## src/rtl/multi_lane_fifo_pkg.sv

```systemverilog
// Shared sizing helpers and lane addressing for the multi-lane FIFO.
package multi_lane_fifo_pkg;

   function automatic int unsigned fifo_depth(input int unsigned addr_width);
      return 32'd1 << addr_width;
   endfunction

   function automatic int unsigned count_width(input int unsigned addr_width);
      return addr_width + 1;
   endfunction

   function automatic int unsigned lane_idx(input int unsigned ptr, input int unsigned lane,
                                            input int unsigned depth);
      return (ptr + lane) % depth;
   endfunction

endpackage

```

## src/rtl/fifo_lane_ram.sv

```systemverilog
// DEPTH x DATA_WIDTH register array with PAR_WRITE write lanes and PAR_READ async read lanes.
module fifo_lane_ram import multi_lane_fifo_pkg::*; #(
   parameter int unsigned DATA_WIDTH = 16,
   parameter int unsigned ADDR_WIDTH = 3,
   parameter int unsigned PAR_WRITE  = 1,
   parameter int unsigned PAR_READ   = 1
) (
   input  logic                             i_clk,
   input  logic                             i_we,
   input  logic [ADDR_WIDTH-1:0]            i_wr_base,
   input  logic [DATA_WIDTH*PAR_WRITE-1:0]  i_wr_data,
   input  logic [ADDR_WIDTH-1:0]            i_rd_base,
   output logic [DATA_WIDTH*PAR_READ-1:0]   o_rd_data
);

   localparam int unsigned DEPTH = fifo_depth(ADDR_WIDTH);

   logic [DATA_WIDTH-1:0] r_mem [DEPTH];
   logic [ADDR_WIDTH-1:0] w_wr_idx [PAR_WRITE];
   logic [ADDR_WIDTH-1:0] w_rd_idx [PAR_READ];

   for (genvar i = 0; i < PAR_WRITE; i++) begin : g_wr_idx
      assign w_wr_idx[i] = ADDR_WIDTH'(lane_idx(32'(i_wr_base), 32'(i), DEPTH));
   end

   for (genvar j = 0; j < PAR_READ; j++) begin : g_rd_lane
      assign w_rd_idx[j] = ADDR_WIDTH'(lane_idx(32'(i_rd_base), 32'(j), DEPTH));
      assign o_rd_data[j*DATA_WIDTH +: DATA_WIDTH] = r_mem[w_rd_idx[j]];
   end

   // Lane addresses are distinct because PAR_WRITE <= DEPTH, so ports never collide.
   always_ff @(posedge i_clk) begin
      if (i_we) begin
         for (int i = 0; i < int'(PAR_WRITE); i++) begin
            r_mem[w_wr_idx[i]] <= i_wr_data[i*DATA_WIDTH +: DATA_WIDTH];
         end
      end
   end

endmodule

```

## src/rtl/multi_lane_fifo.sv

```systemverilog
// Circular multi-lane FIFO: pointer/count control, programmable flags, flush, sticky errors.
module multi_lane_fifo import multi_lane_fifo_pkg::*; #(
   parameter int unsigned DATA_WIDTH = 16,
   parameter int unsigned ADDR_WIDTH = 3,
   parameter int unsigned PAR_WRITE  = 1,
   parameter int unsigned PAR_READ   = 1,
   parameter int unsigned AF_LEVEL   = fifo_depth(ADDR_WIDTH) - 1,
   parameter int unsigned AE_LEVEL   = 1
) (
   input  logic                            clk,
   input  logic                            rst_n,
   input  logic                            flush,
   input  logic                            w_en,
   input  logic [DATA_WIDTH*PAR_WRITE-1:0] data_in,
   input  logic                            r_en,
   output logic                            ready,
   output logic                            valid,
   output logic [DATA_WIDTH*PAR_READ-1:0]  data_out,
   output logic [ADDR_WIDTH:0]             count,
   output logic                            almost_full,
   output logic                            almost_empty,
   output logic                            overflow,
   output logic                            underflow
);

   localparam int unsigned DEPTH = fifo_depth(ADDR_WIDTH);
   localparam int unsigned CW    = count_width(ADDR_WIDTH);

   localparam logic [ADDR_WIDTH-1:0]        C_WR_STEP  = ADDR_WIDTH'(PAR_WRITE % DEPTH);
   localparam logic [ADDR_WIDTH-1:0]        C_RD_STEP  = ADDR_WIDTH'(PAR_READ % DEPTH);
   localparam logic signed [ADDR_WIDTH+1:0] C_WR_DELTA = (ADDR_WIDTH+2)'(PAR_WRITE);
   localparam logic signed [ADDR_WIDTH+1:0] C_RD_DELTA = (ADDR_WIDTH+2)'(PAR_READ);

   if (PAR_WRITE < 1 || PAR_WRITE > DEPTH) begin : g_chk_par_write
      $error("multi_lane_fifo: PAR_WRITE must be in 1..DEPTH");
   end
   if (PAR_READ < 1 || PAR_READ > DEPTH) begin : g_chk_par_read
      $error("multi_lane_fifo: PAR_READ must be in 1..DEPTH");
   end
   if (AF_LEVEL > DEPTH) begin : g_chk_af_level
      $error("multi_lane_fifo: AF_LEVEL must not exceed DEPTH");
   end

   logic [ADDR_WIDTH-1:0]        r_wr_ptr;
   logic [ADDR_WIDTH-1:0]        r_rd_ptr;
   logic [CW-1:0]                r_count;
   logic                         r_overflow;
   logic                         r_underflow;

   logic                         w_ready;
   logic                         w_valid;
   logic                         w_wr_acc;
   logic                         w_rd_acc;
   logic signed [ADDR_WIDTH+1:0] w_count_next;

   assign w_ready  = 32'(r_count) <= (DEPTH - PAR_WRITE);
   assign w_valid  = 32'(r_count) >= PAR_READ;
   assign w_wr_acc = w_en && w_ready && !flush;
   assign w_rd_acc = r_en && w_valid && !flush;

   // Acceptance uses pre-edge ready/valid, so a same-cycle read never frees room for the write.
   always_comb begin
      w_count_next = $signed({1'b0, r_count});
      if (w_wr_acc) w_count_next = w_count_next + C_WR_DELTA;
      if (w_rd_acc) w_count_next = w_count_next - C_RD_DELTA;
   end

   always_ff @(posedge clk or negedge rst_n) begin
      if (!rst_n) begin
         r_wr_ptr    <= '0;
         r_rd_ptr    <= '0;
         r_count     <= '0;
         r_overflow  <= 1'b0;
         r_underflow <= 1'b0;
      end else if (flush) begin
         r_wr_ptr    <= '0;
         r_rd_ptr    <= '0;
         r_count     <= '0;
         r_overflow  <= 1'b0;
         r_underflow <= 1'b0;
      end else begin
         if (w_wr_acc) r_wr_ptr <= r_wr_ptr + C_WR_STEP;
         if (w_rd_acc) r_rd_ptr <= r_rd_ptr + C_RD_STEP;
         r_count <= CW'(w_count_next);
         if (w_en && !w_ready) r_overflow <= 1'b1;
         if (r_en && !w_valid) r_underflow <= 1'b1;
      end
   end

   fifo_lane_ram #(
      .DATA_WIDTH (DATA_WIDTH),
      .ADDR_WIDTH (ADDR_WIDTH),
      .PAR_WRITE  (PAR_WRITE),
      .PAR_READ   (PAR_READ)
   ) u_ram (
      .i_clk     (clk),
      .i_we      (w_wr_acc),
      .i_wr_base (r_wr_ptr),
      .i_wr_data (data_in),
      .i_rd_base (r_rd_ptr),
      .o_rd_data (data_out)
   );

   assign ready        = w_ready;
   assign valid        = w_valid;
   assign count        = r_count;
   assign almost_full  = 32'(r_count) >= AF_LEVEL;
   assign almost_empty = 32'(r_count) <= AE_LEVEL;
   assign overflow     = r_overflow;
   assign underflow    = r_underflow;

endmodule

```

## config.mk

```make
export PLATFORM = sky130hd
export DESIGN_NAME = multi_lane_fifo
export DESIGN_NICKNAME = d
export VERILOG_FILES = /design/src/rtl/multi_lane_fifo_pkg.sv /design/src/rtl/fifo_lane_ram.sv /design/src/rtl/multi_lane_fifo.sv
export SDC_FILE = /design/constraint.sdc
export NUM_CORES = 1
export LEC_CHECK = 0
export BUFFER_PORTS_ARGS = -buffer_cell sky130_fd_sc_hd__buf_2
export CELL_PAD_IN_SITES_DETAIL_PLACEMENT = 1
export CELL_PAD_IN_SITES_GLOBAL_PLACEMENT = 1
export CORE_ASPECT_RATIO = 1.1
export CORE_UTILIZATION = 35
export DETAILED_ROUTE_END_ITERATION = 16
export PLACE_DENSITY = 0.56
export SLEW_MARGIN = 0
export SYNTH_ARGS = -nofsm -noshare
export SYNTH_HDL_FRONTEND = slang
export SYNTH_SLANG_ARGS = --single-unit
```

## constraint.sdc

```tcl
create_clock -name clk -period 3 [get_ports clk]
set_input_delay 0.15 -clock clk [delete_from_list [all_inputs] [get_ports clk]]
set_output_delay 0.15 -clock clk [all_outputs]
set_load 0.01 [all_outputs]
```

==> results by group <==
Outcome
  • Status: completed

Detailed routing
  • Vias per cell: 4.980
  • Initial DRT Pass Iterations: 4
  • Wire length per cell: 20.14 µm
  • Vias: 2774
  • Post-route ant nets: 0
  • Initial DRC count: 166
  • Total wire length: 11220 µm
  • # DRC: 0

Pwr
  • Power density over the cells: 841.9 nW/µm²
  • LEAKAGE: 2.274 nW
  • VDD IR max: 404.6 µV

Timing
  • Final setup vio count: 0
  • FMAX: 405.6 MHz
  • Fin crit period: 2466 ps
  • Final Skew: 2.461 ps
  • Ratio of final minimum period to clock period: 0.8219
  • Total negative slack: 0 ps
  • Rel. slew slack: 0.5729
  • Final hold viol count: 0
  • RSZ-0062 raised after global routing: false
  • Max Slew Vio Count: 0
  • Worst slew pin tran: 640.7 ps

Floorplanning
  • Die area: 16450 µm²
  • I/O pins: 47
  • Num rows: 48
  • Core area: 15620 µm²
  • Die height: 134.4 µm
  • Die X: 122.4 µm
  • Effective utilization at floorplan: 0.3572

Setup path
  • Critical Path AT: 2320 ps
  • Cell Chain, Critical Path: buf_12, mux4_2, mux2_2, buf_2
  • Required time worst endpoint: 2850 ps
  • CP Max Fanout: 22
  • Kind of critical path: flop to output port
  • Largest stage delay, worst path: 640 ps
  • Slowest-stage cell, CP: dfrtp_2
  • Worst setup EP type: output port
  • Worst setup SP type: flop

Global routing
  • First-pass GRT wire length: 17550 µm
  • Vias in the first global route: 3035
  • Largest net degree at the start of global routing: 34
  • Overall Global Routing Usage: 0.1517
  • Initial antenna violation count: 1
  • GRT overflow: 0

Finish
  • Fillers: 1505
  • Util after Layout: 0.4279
  • Final nets: 370
  • Share of layout cells above drive strength 1: 0.3961
  • P&R area growth vs syn: 19.78%

Run
  • Max cap viols: 0

Logic synthesis
  • Cell accounting for the most synthesized area: edfxtp_1
  • Largest family of logic cells by synthesized area: multiplexers
  • Mux contribution to synthesized area: 0.1653
  • Post-Syn Nets: 303
  • Synth Area in XOR/XNOR: 0.01099
  • Synth unique cells: 33
  • Seq/Total Area, Yosys: 0.7429
  • Adder-cell share of the synthesized area: 0.01122
  • Synthesized instance count: 277
  • Synth area leaders: edfxtp_1, mux4_2, dfrtp_1, mux2_2, ha_1
  • Most common flop cell mapped by yosys: edfxtp_1
  • Compound-Gate Fraction of Synth Area: 0.009421
  • Post-synth top cells: edfxtp_1, mux4_2, mux2_2, nor2_1, dfrtp_1
  • Ys Warns: 0
  • Most frequent cell after synthesis: edfxtp_1
  • Avg Cell Area, Syn: 20.14 µm²
  • Fraction of registers with async set/reset: 0.08571
  • Register bit total from synthesis: 140
  • Simple-Gate Fraction of Synth Area: 0.04576
  • Top-area cell type share of the netlist area: 0.6891
  • Synth Cell Area: 5578 µm²
  • Post-synth EDFFs: 128

Clock tree
  • Worst-path clk slew: 50 ps
  • Clock Tree Buf Depth: 2
  • CTS root buffer: clkbuf_16
  • CTS sink cnt: 140
  • CTS buffer count: 17
  • Clock insertion delay at the later pin of the skew report: 410 ps
  • CTS tree: yes
  • Post-CTS setup repair buffer count: 0
  • H-tree depth: 4

Placed design
  • Detail Placement HPWL: 6833 µm
  • IO buf count: 46
  • RePlAce Congestion: 0.6695

Min path
  • Worst hold path class: input port to flop
==> layer usage <==
metal | global-route usage | vias up | wire, µm
met5 | 0 | - | 0
met2 | 0.2559 | 57 | 5922
li1 | - | 1241 | -
met4 | 0.05488 | 0 | 160
met3 | 0.04209 | 16 | 421
met1 | 0.1847 | 1460 | 4715
==> metrics by stage <==
| stage | worst slack (ps) | area [µm²] | total power, mW | instances | hold WS [ps] |
|---|---|---|---|---|---|
| final | 534.4 | 6681 | 5.625 | 557 | 3.917 |
| after global routing | 381.4 | 6679 | 5.899 | 556 | 6.511 |
| after CTS | 460.1 | 6679 | 5.716 | 556 | 1.763 |
| after detailed placement | 911.5 | 6130 | 3.780 | 524 | 53.84 |
| after global placement | 919.3 | 6130 | 3.753 | 524 | 53.02 |
| after floorplan | 535.1 | 5578 | 3.356 | 277 | -145.6 |
==> what timing repair did <==
item	4_1_cts	5_1_grt
resized for setup	0	0
hold endpoints to repair	12	0
endpoints found under the setup margin	0	0
hold buffers	1	0
==> cell type report <==
type | instances | area, µm² | share of cell area
sequential | 140 | 4145 | 0.6204
multi-input combinational | 119 | 1364 | 0.2041
clock buffer | 20 | 436.7 | 0.06536
timing repair buffer | 62 | 365.4 | 0.05468
tap | 200 | 250.2 | 0.03745
clock inverter | 11 | 102.6 | 0.01536
inverter | 4 | 15.01 | 0.002247
antenna | 1 | 2.502 | 0.0003745
==> registers in the layout, summed over array words and instances (netlist names) <==
register and cells:
u_ram.r_mem 128, count 4, r_rd_ptr 3, overflow 1, r_wr_ptr 3, underflow 1
==> kinds of logic after synthesis <==
| kind of cell | after synthesis |
|---|---|
| AO/OA/AOI/OAI | 9 |
| XOR/XNOR | 7 |
| adder cells (fa/ha/maj) | 5 |
| buffers and inverters | 18 |
| flip-flops | 140 |
| multiplexers | 50 |
| AND/OR/NAND/NOR | 48 |
==> final timing paths <==
path / from / depth (start not counted) / slack (ps) / endpoint
max: r_rd_ptr[0] / 4 / 530 / data_out[1]
min in group asynchronous: rst_n / 2 / 160 / overflow
min: data_in[7] / 1 / 4 / u_ram.r_mem[0][7]
max in group asynchronous: rst_n / 2 / 2600 / r_rd_ptr[0]
min reg2reg: overflow / 2 / 490 / overflow
max reg2reg: count[0] / 5 / 1000 / count[1]
==> worst max-delay path: cells and delay by family, from the launching register on <==
kind	cells	cell delay (ps)
buffers and inverters	2	410
flip-flops	1	640
multiplexers	2	830
==> where the power goes <==
part / total, mW / switching, mW / leakage (nW) / internal (mW)
Clock: 1.93 / 0.728 / 0.263 / 1.20
Sequential: 2.37 / 0.127 / 1.32 / 2.24
Combinational: 1.33 / 0.630 / 0.695 / 0.701
==> placed cells by master (no fill, tap or decap), types with 2 or more instances in the layout <==
cell / count
nand2_1: 11
mux4_2: 32
clkbuf_1: 3
nand2b_1: 3
o21ai_0: 2
ha_1: 5
clkinv_1: 4
edfxtp_1: 128
nor2_1: 16
dfrtp_1: 11
buf_2: 46
bufinv_16: 2
clkbuf_16: 17
xnor2_1: 4
xor2_1: 3
a21oi_1: 5
nor3_2: 2
nand3_1: 2
buf_4: 14
inv_1: 4
clkinv_2: 4
mux2_2: 17
nor3_1: 3
No activity file was read; power rests on OpenSTA's default activity.
